--- config.mk ---
export PLATFORM = sky130hd
export DESIGN_NAME = axis_fifo
export DESIGN_NICKNAME = d
export VERILOG_FILES = /design/src/rtl/axis_pkg.sv /design/src/rtl/axis_fifo_ram.sv /design/src/rtl/axis_fifo.sv
export SDC_FILE = /design/constraint.sdc
export NUM_CORES = 1
export LEC_CHECK = 0
export ABC_AREA = 0
export BUFFER_PORTS_ARGS = -buffer_cell sky130_fd_sc_hd__buf_2
export CORE_UTILIZATION = 35
export DETAILED_ROUTE_END_ITERATION = 12
export GPL_ROUTABILITY_DRIVEN = 1
export GPL_TIMING_DRIVEN = 0
export SETUP_SLACK_MARGIN = 0.15
export SYNTH_ARGS = -nofsm -noshare
export SYNTH_HDL_FRONTEND = slang
export SYNTH_SLANG_ARGS = --single-unit
--- constraint.sdc ---
create_clock -name clk -period 5.9 [get_ports clk]
set_input_delay 1.18 -clock clk [delete_from_list [all_inputs] [get_ports clk]]
set_output_delay 1.18 -clock clk [all_outputs]
set_load 0.005 [all_outputs]
--- src/rtl/axis_pkg.sv ---
// Shared AXI-Stream types and helpers for the stream FIFO slice.
package axis_pkg;

    localparam int AXIS_DATA_W = 32;
    localparam int AXIS_KEEP_W = AXIS_DATA_W / 8;
    localparam int AXIS_ID_W   = 1;
    localparam int AXIS_DEST_W = 1;
    localparam int AXIS_USER_W = 1;

    // One stored beat at the default widths; field order matches the flat
    // packing used inside the FIFO (data in the MSBs, user in the LSBs).
    typedef struct packed {
        logic [AXIS_DATA_W-1:0] data;
        logic [AXIS_KEEP_W-1:0] strb;
        logic [AXIS_KEEP_W-1:0] keep;
        logic                   last;
        logic [AXIS_ID_W-1:0]   id;
        logic [AXIS_DEST_W-1:0] dest;
        logic [AXIS_USER_W-1:0] user;
    } AXIS_BEAT_T;

    // Packed width of one beat for an arbitrary set of field widths.
    function automatic int axis_beat_width(input int data_w, input int id_w,
                                           input int dest_w, input int user_w);
        return data_w + 2 * (data_w / 8) + 1 + id_w + dest_w + user_w;
    endfunction

endpackage

--- src/rtl/axis_fifo_ram.sv ---
// Simple dual-port storage for the stream FIFO: one write port, one
// registered read port with enable. Storage is intentionally not reset.
module axis_fifo_ram #(
    parameter int WIDTH = 44,
    parameter int DEPTH = 16,
    parameter int AW    = $clog2(DEPTH)
) (
    input  logic             clk,
    input  logic             wen,
    input  logic [AW-1:0]    waddr,
    input  logic [WIDTH-1:0] wdata,
    input  logic             ren,
    input  logic [AW-1:0]    raddr,
    output logic [WIDTH-1:0] rdata
);

    logic [WIDTH-1:0] mem [DEPTH];

    // Store the incoming beat at the write address.
    always_ff @(posedge clk) begin
        if (wen) begin
            mem[waddr] <= wdata;
        end
    end

    // Registered read; this register doubles as the FIFO head register.
    always_ff @(posedge clk) begin
        if (ren) begin
            rdata <= mem[raddr];
        end
    end

endmodule

--- src/rtl/axis_fifo.sv ---
// Synchronous AXI-Stream FIFO with first-word-fall-through output and an
// optional store-and-forward mode that holds packets until their tlast
// beat has arrived.
module axis_fifo
    import axis_pkg::*;
#(
    parameter int TDATA_WIDTH = 32,
    parameter int TID_WIDTH   = 1,
    parameter int TDEST_WIDTH = 1,
    parameter int TUSER_WIDTH = 1,
    parameter int DEPTH       = 16,
    parameter int PACKET_MODE = 0
) (
    input  logic                       clk,
    input  logic                       rst,

    input  logic                       s_tvalid,
    output logic                       s_tready,
    input  logic [TDATA_WIDTH-1:0]     s_tdata,
    input  logic [TDATA_WIDTH/8-1:0]   s_tstrb,
    input  logic [TDATA_WIDTH/8-1:0]   s_tkeep,
    input  logic                       s_tlast,
    input  logic [TID_WIDTH-1:0]       s_tid,
    input  logic [TDEST_WIDTH-1:0]     s_tdest,
    input  logic [TUSER_WIDTH-1:0]     s_tuser,

    output logic                       m_tvalid,
    input  logic                       m_tready,
    output logic [TDATA_WIDTH-1:0]     m_tdata,
    output logic [TDATA_WIDTH/8-1:0]   m_tstrb,
    output logic [TDATA_WIDTH/8-1:0]   m_tkeep,
    output logic                       m_tlast,
    output logic [TID_WIDTH-1:0]       m_tid,
    output logic [TDEST_WIDTH-1:0]     m_tdest,
    output logic [TUSER_WIDTH-1:0]     m_tuser,

    output logic [$clog2(DEPTH):0]     level,
    output logic [$clog2(DEPTH):0]     pkt_count
);

    localparam int AW = $clog2(DEPTH);
    localparam int BW = axis_beat_width(TDATA_WIDTH, TID_WIDTH, TDEST_WIDTH, TUSER_WIDTH);
    localparam logic [AW:0] FULL_LEVEL = (AW + 1)'(DEPTH);
    localparam logic [AW:0] ONE        = (AW + 1)'(1);

    // Pointers carry a wrap bit above the address bits.
    logic [AW:0]   wr_ptr;
    logic [AW:0]   rd_ptr;
    logic [AW:0]   wr_next;
    logic [AW:0]   rd_next;
    logic [AW:0]   level_next;

    logic          push;
    logic          pop;
    logic          empty;
    logic          full;
    logic          valid_int;
    logic          ready_q;
    logic          oversize_q;
    logic          bypass_set;
    logic          bypass_q;
    logic          ram_ren;

    logic [BW-1:0] s_beat;
    logic [BW-1:0] bypass_beat;
    logic [BW-1:0] ram_rdata;
    logic [BW-1:0] head_beat;

    assign s_beat = {s_tdata, s_tstrb, s_tkeep, s_tlast, s_tid, s_tdest, s_tuser};

    assign empty = (wr_ptr == rd_ptr);
    assign full  = (wr_ptr[AW] != rd_ptr[AW]) && (wr_ptr[AW-1:0] == rd_ptr[AW-1:0]);

    assign push = s_tvalid && ready_q;
    assign pop  = valid_int && m_tready;

    assign wr_next    = wr_ptr + {{AW{1'b0}}, push};
    assign rd_next    = rd_ptr + {{AW{1'b0}}, pop};
    assign level_next = wr_next - rd_next;
    assign level      = wr_ptr - rd_ptr;

    // When the beat being written is also the next head, the RAM cannot
    // return it in time, so a registered copy of the input supplies it.
    assign bypass_set = push && (wr_ptr == rd_next);
    assign ram_ren    = !bypass_set;

    assign head_beat = bypass_q ? bypass_beat : ram_rdata;
    assign {m_tdata, m_tstrb, m_tkeep, m_tlast, m_tid, m_tdest, m_tuser} = head_beat;

    assign s_tready = ready_q;
    assign m_tvalid = valid_int;

    axis_fifo_ram #(
        .WIDTH (BW),
        .DEPTH (DEPTH),
        .AW    (AW)
    ) u_ram (
        .clk   (clk),
        .wen   (push),
        .waddr (wr_ptr[AW-1:0]),
        .wdata (s_beat),
        .ren   (ram_ren),
        .raddr (rd_next[AW-1:0]),
        .rdata (ram_rdata)
    );

    // Output valid: any stored beat in cut-through, only whole packets (or an
    // oversize packet that has filled the FIFO) in store-and-forward.
    always_comb begin
        valid_int = !empty;
        if (PACKET_MODE != 0) begin
            valid_int = !empty && ((pkt_count != '0) || full || oversize_q);
        end
    end

    // Advance the pointers and register the ready flag from the next level
    // so that s_tready never depends on this cycle's handshakes.
    always_ff @(posedge clk) begin
        if (rst) begin
            wr_ptr  <= '0;
            rd_ptr  <= '0;
            ready_q <= 1'b0;
        end else begin
            wr_ptr  <= wr_next;
            rd_ptr  <= rd_next;
            ready_q <= (level_next < FULL_LEVEL);
        end
    end

    // Count stored tlast beats, i.e. complete packets held in the FIFO.
    always_ff @(posedge clk) begin
        if (rst) begin
            pkt_count <= '0;
        end else begin
            case ({push && s_tlast, pop && m_tlast})
                2'b10:   pkt_count <= pkt_count + ONE;
                2'b01:   pkt_count <= pkt_count - ONE;
                default: pkt_count <= pkt_count;
            endcase
        end
    end

    // A packet that fills the FIFO without a tlast is released cut-through
    // until its tlast leaves, otherwise it would deadlock.
    always_ff @(posedge clk) begin
        if (rst || (PACKET_MODE == 0)) begin
            oversize_q <= 1'b0;
        end else if (pop && m_tlast) begin
            oversize_q <= 1'b0;
        end else if (full && (pkt_count == '0)) begin
            oversize_q <= 1'b1;
        end
    end

    // Remember whether the head comes from the bypass copy or from the RAM.
    always_ff @(posedge clk) begin
        if (rst) begin
            bypass_q <= 1'b0;
        end else begin
            bypass_q <= bypass_set;
        end
    end

    // Capture the input beat that will become the head next cycle.
    always_ff @(posedge clk) begin
        if (bypass_set) begin
            bypass_beat <= s_beat;
        end
    end

endmodule

==> results.yml <==
critical_path:
  start_kind: "flop"
  slowest_delay_ns: 0.74
  cp.arrival_ns: 5.24
  worstSetupPathType: "flop to flop"
  worstPathMaxFanout: 44
  worstPathCellList: "inv_1 -> ha_1 -> nand2_1 -> nor2_1 -> nand3_1 -> and2_1 -> ha_1 -> ha_1 -> clkbuf_1 -> buf_2 -> xnor2_1 -> nand3_1 -> or4_4 -> buf_16 -> inv_4"
  critPathSlowestCell: "or4_4"
  crit_top_cell: "ha_1"
  cp-end-kind: "flop"
  worstPathRequired_ns: 6.13
yosys:
  synth_adder_area_share_pct: 0.634
  synth_area_um2: 30800
  ys_ff_latch: 809
  synth_cell_types: 36
  ys_warn_count: 0
  synthSimpleGateAreaFrac_pct: 0.947
  synth_nets: 1326
  synth_mux_area_share_pct: 17.8
  synth_top_family_by_area: "multiplexers"
  ys_seq_area_share_pct: 78.4
  synthArstFlopShare_pct: 0
  synth_edf_count: 792
  syn_avg_cell_area_um2: 24.4
  syn_inst: 1263
  synth_compound_area_share_pct: 0.366
  synth-main-ff-cell: "edfxtp_1"
  synthXorXnorAreaFrac_pct: 0.626
sta:
  fin_crit_sh_pct: 84.8
  drv_slew: 0
  hold_viol: 0
  min_period_ns: 5.00
  setup_viol: 0
  tightestPinTransition_ns: 1.16
  rsz0062_at_grt: "no"
  fmax_ghz: 0.200
  finClkSkew_ns: 0.0134
  max-slew-margin-rel_pct: 22.1
clock_network:
  h-tree-depth: 3
  cts_buffers: 79
  cts.clk_slew.worst_paths_ns: 0.06
  cts_sinks: 809
  cts_tree: "built"
  root_buffer: "clkbuf_16"
  cts_hold_buf: 0
  cts-resized-gates: 0
  clockBufferDepth: 3
  clkLatencyLatePin_ns: 0.61
  cts_setup_buffers: 0
power:
  ir_drop_mv: 0.300
  p_leak_uw: 0.0115
  power_density_nw_per_um2: 449
place:
  detailed_place_hpwl_um: 45100
  port_buffers: 102
  placedCellCount: 2573
  gp_congestion: 0.756
run_status:
  status: "completed"
grt:
  grt_pass1_wl_um: 102000
  grt.overflow.total: 0
  grt_util_all_layers_pct: 15.9
  antenna_found_initial: 4
  grt_pass1_vias: 14500
  grt_max_degree: 45
min_path:
  hold_path.class: "flop to flop"
finish:
  drive_gt1_share_pct: 37.4
  syn_to_final_growth_pct: 18.4
  fin_util_pct: 42.0
  nets: 1562
  stdcell_count: 2719
routing:
  ant_nets: 0
  dr.pass1.iters: 5
  wl_um: 70200
  viasPerCell: 5.08
  post-route-drc-count: 0
  vias: 13800
  drt_iter0_markers: 1237
  wl_per_cell_um: 25.8
floorplanning:
  dieArea_um2: 89100
  io_pins: 104
  start_util_pct: 35.4
  dieHeight_um: 299
  coreArea_um2: 86900
  die_w_um: 299
  rows: 108
run:
  drv_cap: 0
[cells in the mapped netlist (2+ instances only)]
library cell,number,area [µm²]
dfxtp_1,17,340
xnor2_1,13,114
xor2_1,9,78.8
nor3_1,4,20.0
clkbuf_1,27,101
nand3_1,10,50.1
buf_2,15,75.1
inv_1,12,45.0
a21o_1,2,15.0
or3_1,2,12.5
buf_1,6,22.5
nor2_1,24,90.1
and2_1,2,12.5
nand2_1,5,18.8
buf_6,13,146
mux4_2,220,4950
nand2b_1,3,18.8
a21oi_1,7,35.0
o21ai_0,3,15.0
ha_1,14,175
mux2_2,44,495
edfxtp_1,792,23800
mux2i_1,2,20.0
nor2b_1,5,31.3
[registers in the layout, summed over array words and instances (netlist names)]
name         count
u_ram.rdata     44
bypass_q         1
u_ram.mem      704
pkt_count        5
bypass_beat     44
rd_ptr           5
s_tready         1
wr_ptr           5
[layout make-up]
| cell class | count | area (µm²) |
|---|---|---|
| sequential | 809 | 24100 |
| clock buffer | 90 | 2120 |
| clock inverter | 55 | 487 |
| tap | 1155 | 1450 |
| timing repair buffer | 155 | 1500 |
| multi-input combinational | 381 | 6380 |
| antenna | 1 | 2.50 |
| fill | 7406 | 50400 |
| buffer | 61 | 345 |
| inverter | 12 | 47.5 |
[final timing paths]
kind / from / endpoint / slack, ns / cells past startpoint
max: rd_ptr[2] / bypass_beat[16] / 0.90 / 15
min: pkt_count[4] / pkt_count[4] / 0.52 / 2
max reg2reg: rd_ptr[2] / bypass_beat[16] / 0.90 / 15
min reg2reg: pkt_count[4] / pkt_count[4] / 0.52 / 2
[metrics by stage]
step	hold WS (ns)	setup slack (ns)	total power (µW)	setup TNS (ns)	instance area, µm²
finish	0.518	0.898	16400	0	36500
global route	0.541	0.578	17000	0	36400
CTS	0.524	0.810	16600	0	36400
detailed placement	0.505	0.662	11600	0	33800
global placement	0.491	-3.93	11500	-1234.56	32700
floorplan	0.493	0.725	10100	0	30800
[logic make-up (layout without fill, tap and decap cells)]
kind of cell             Yosys count  count (layout)
adder cells (fa/ha/maj)           15              15
AND/OR/NAND/NOR                   60              60
XOR/XNOR                          22              22
buffers and inverters             73             373
AO/OA/AOI/OAI                     18              18
multiplexers                     266             266
flip-flops                       809             809
other                              0               1
[where the power goes]
part	leakage, µW	switching (µW)	internal [µW]	total [µW]
combinational	0.00288	2100	2310	4410
sequential	0.00734	107	6790	6900
clock	0.00127	2110	2940	5050
total	0.0115	4310	12000	16400
[layer usage]
metal / track usage (%) / vias to the layer above / wire [µm]
met3: 2.74 / 82 / 3600
li1: - / 5875 / -
met1: 20.4 / 7466 / 28700
met4: 4.60 / 6 / 1270
met2: 27.6 / 380 / 36600
met5: 0 / - / 34
[worst max-delay path: cells and delay by family, from the launching register on]
family        cells  cell delay (ns)
simple gates      6             1.33
flops             1             0.39
buf+inv           5             1.78
xor+xnor          1             0.17
fa+ha+maj         3             0.87
[cells in the final DEF (no fill, tap or decap), types with 8 or more instances in the layout]
cell type	count
buf_12	11
buf_16	18
buf_2	117
buf_6	22
buf_8	8
bufinv_16	8
clkbuf_1	33
clkbuf_16	84
clkinv_1	20
clkinv_2	17
dfxtp_1	17
edfxtp_1	792
ha_1	14
inv_1	11
mux2_2	44
mux4_2	220
nand3_1	10
nor2_1	12
nor2_4	12
xnor2_1	13
xor2_1	9
Power figures use the tool's default switching activity.
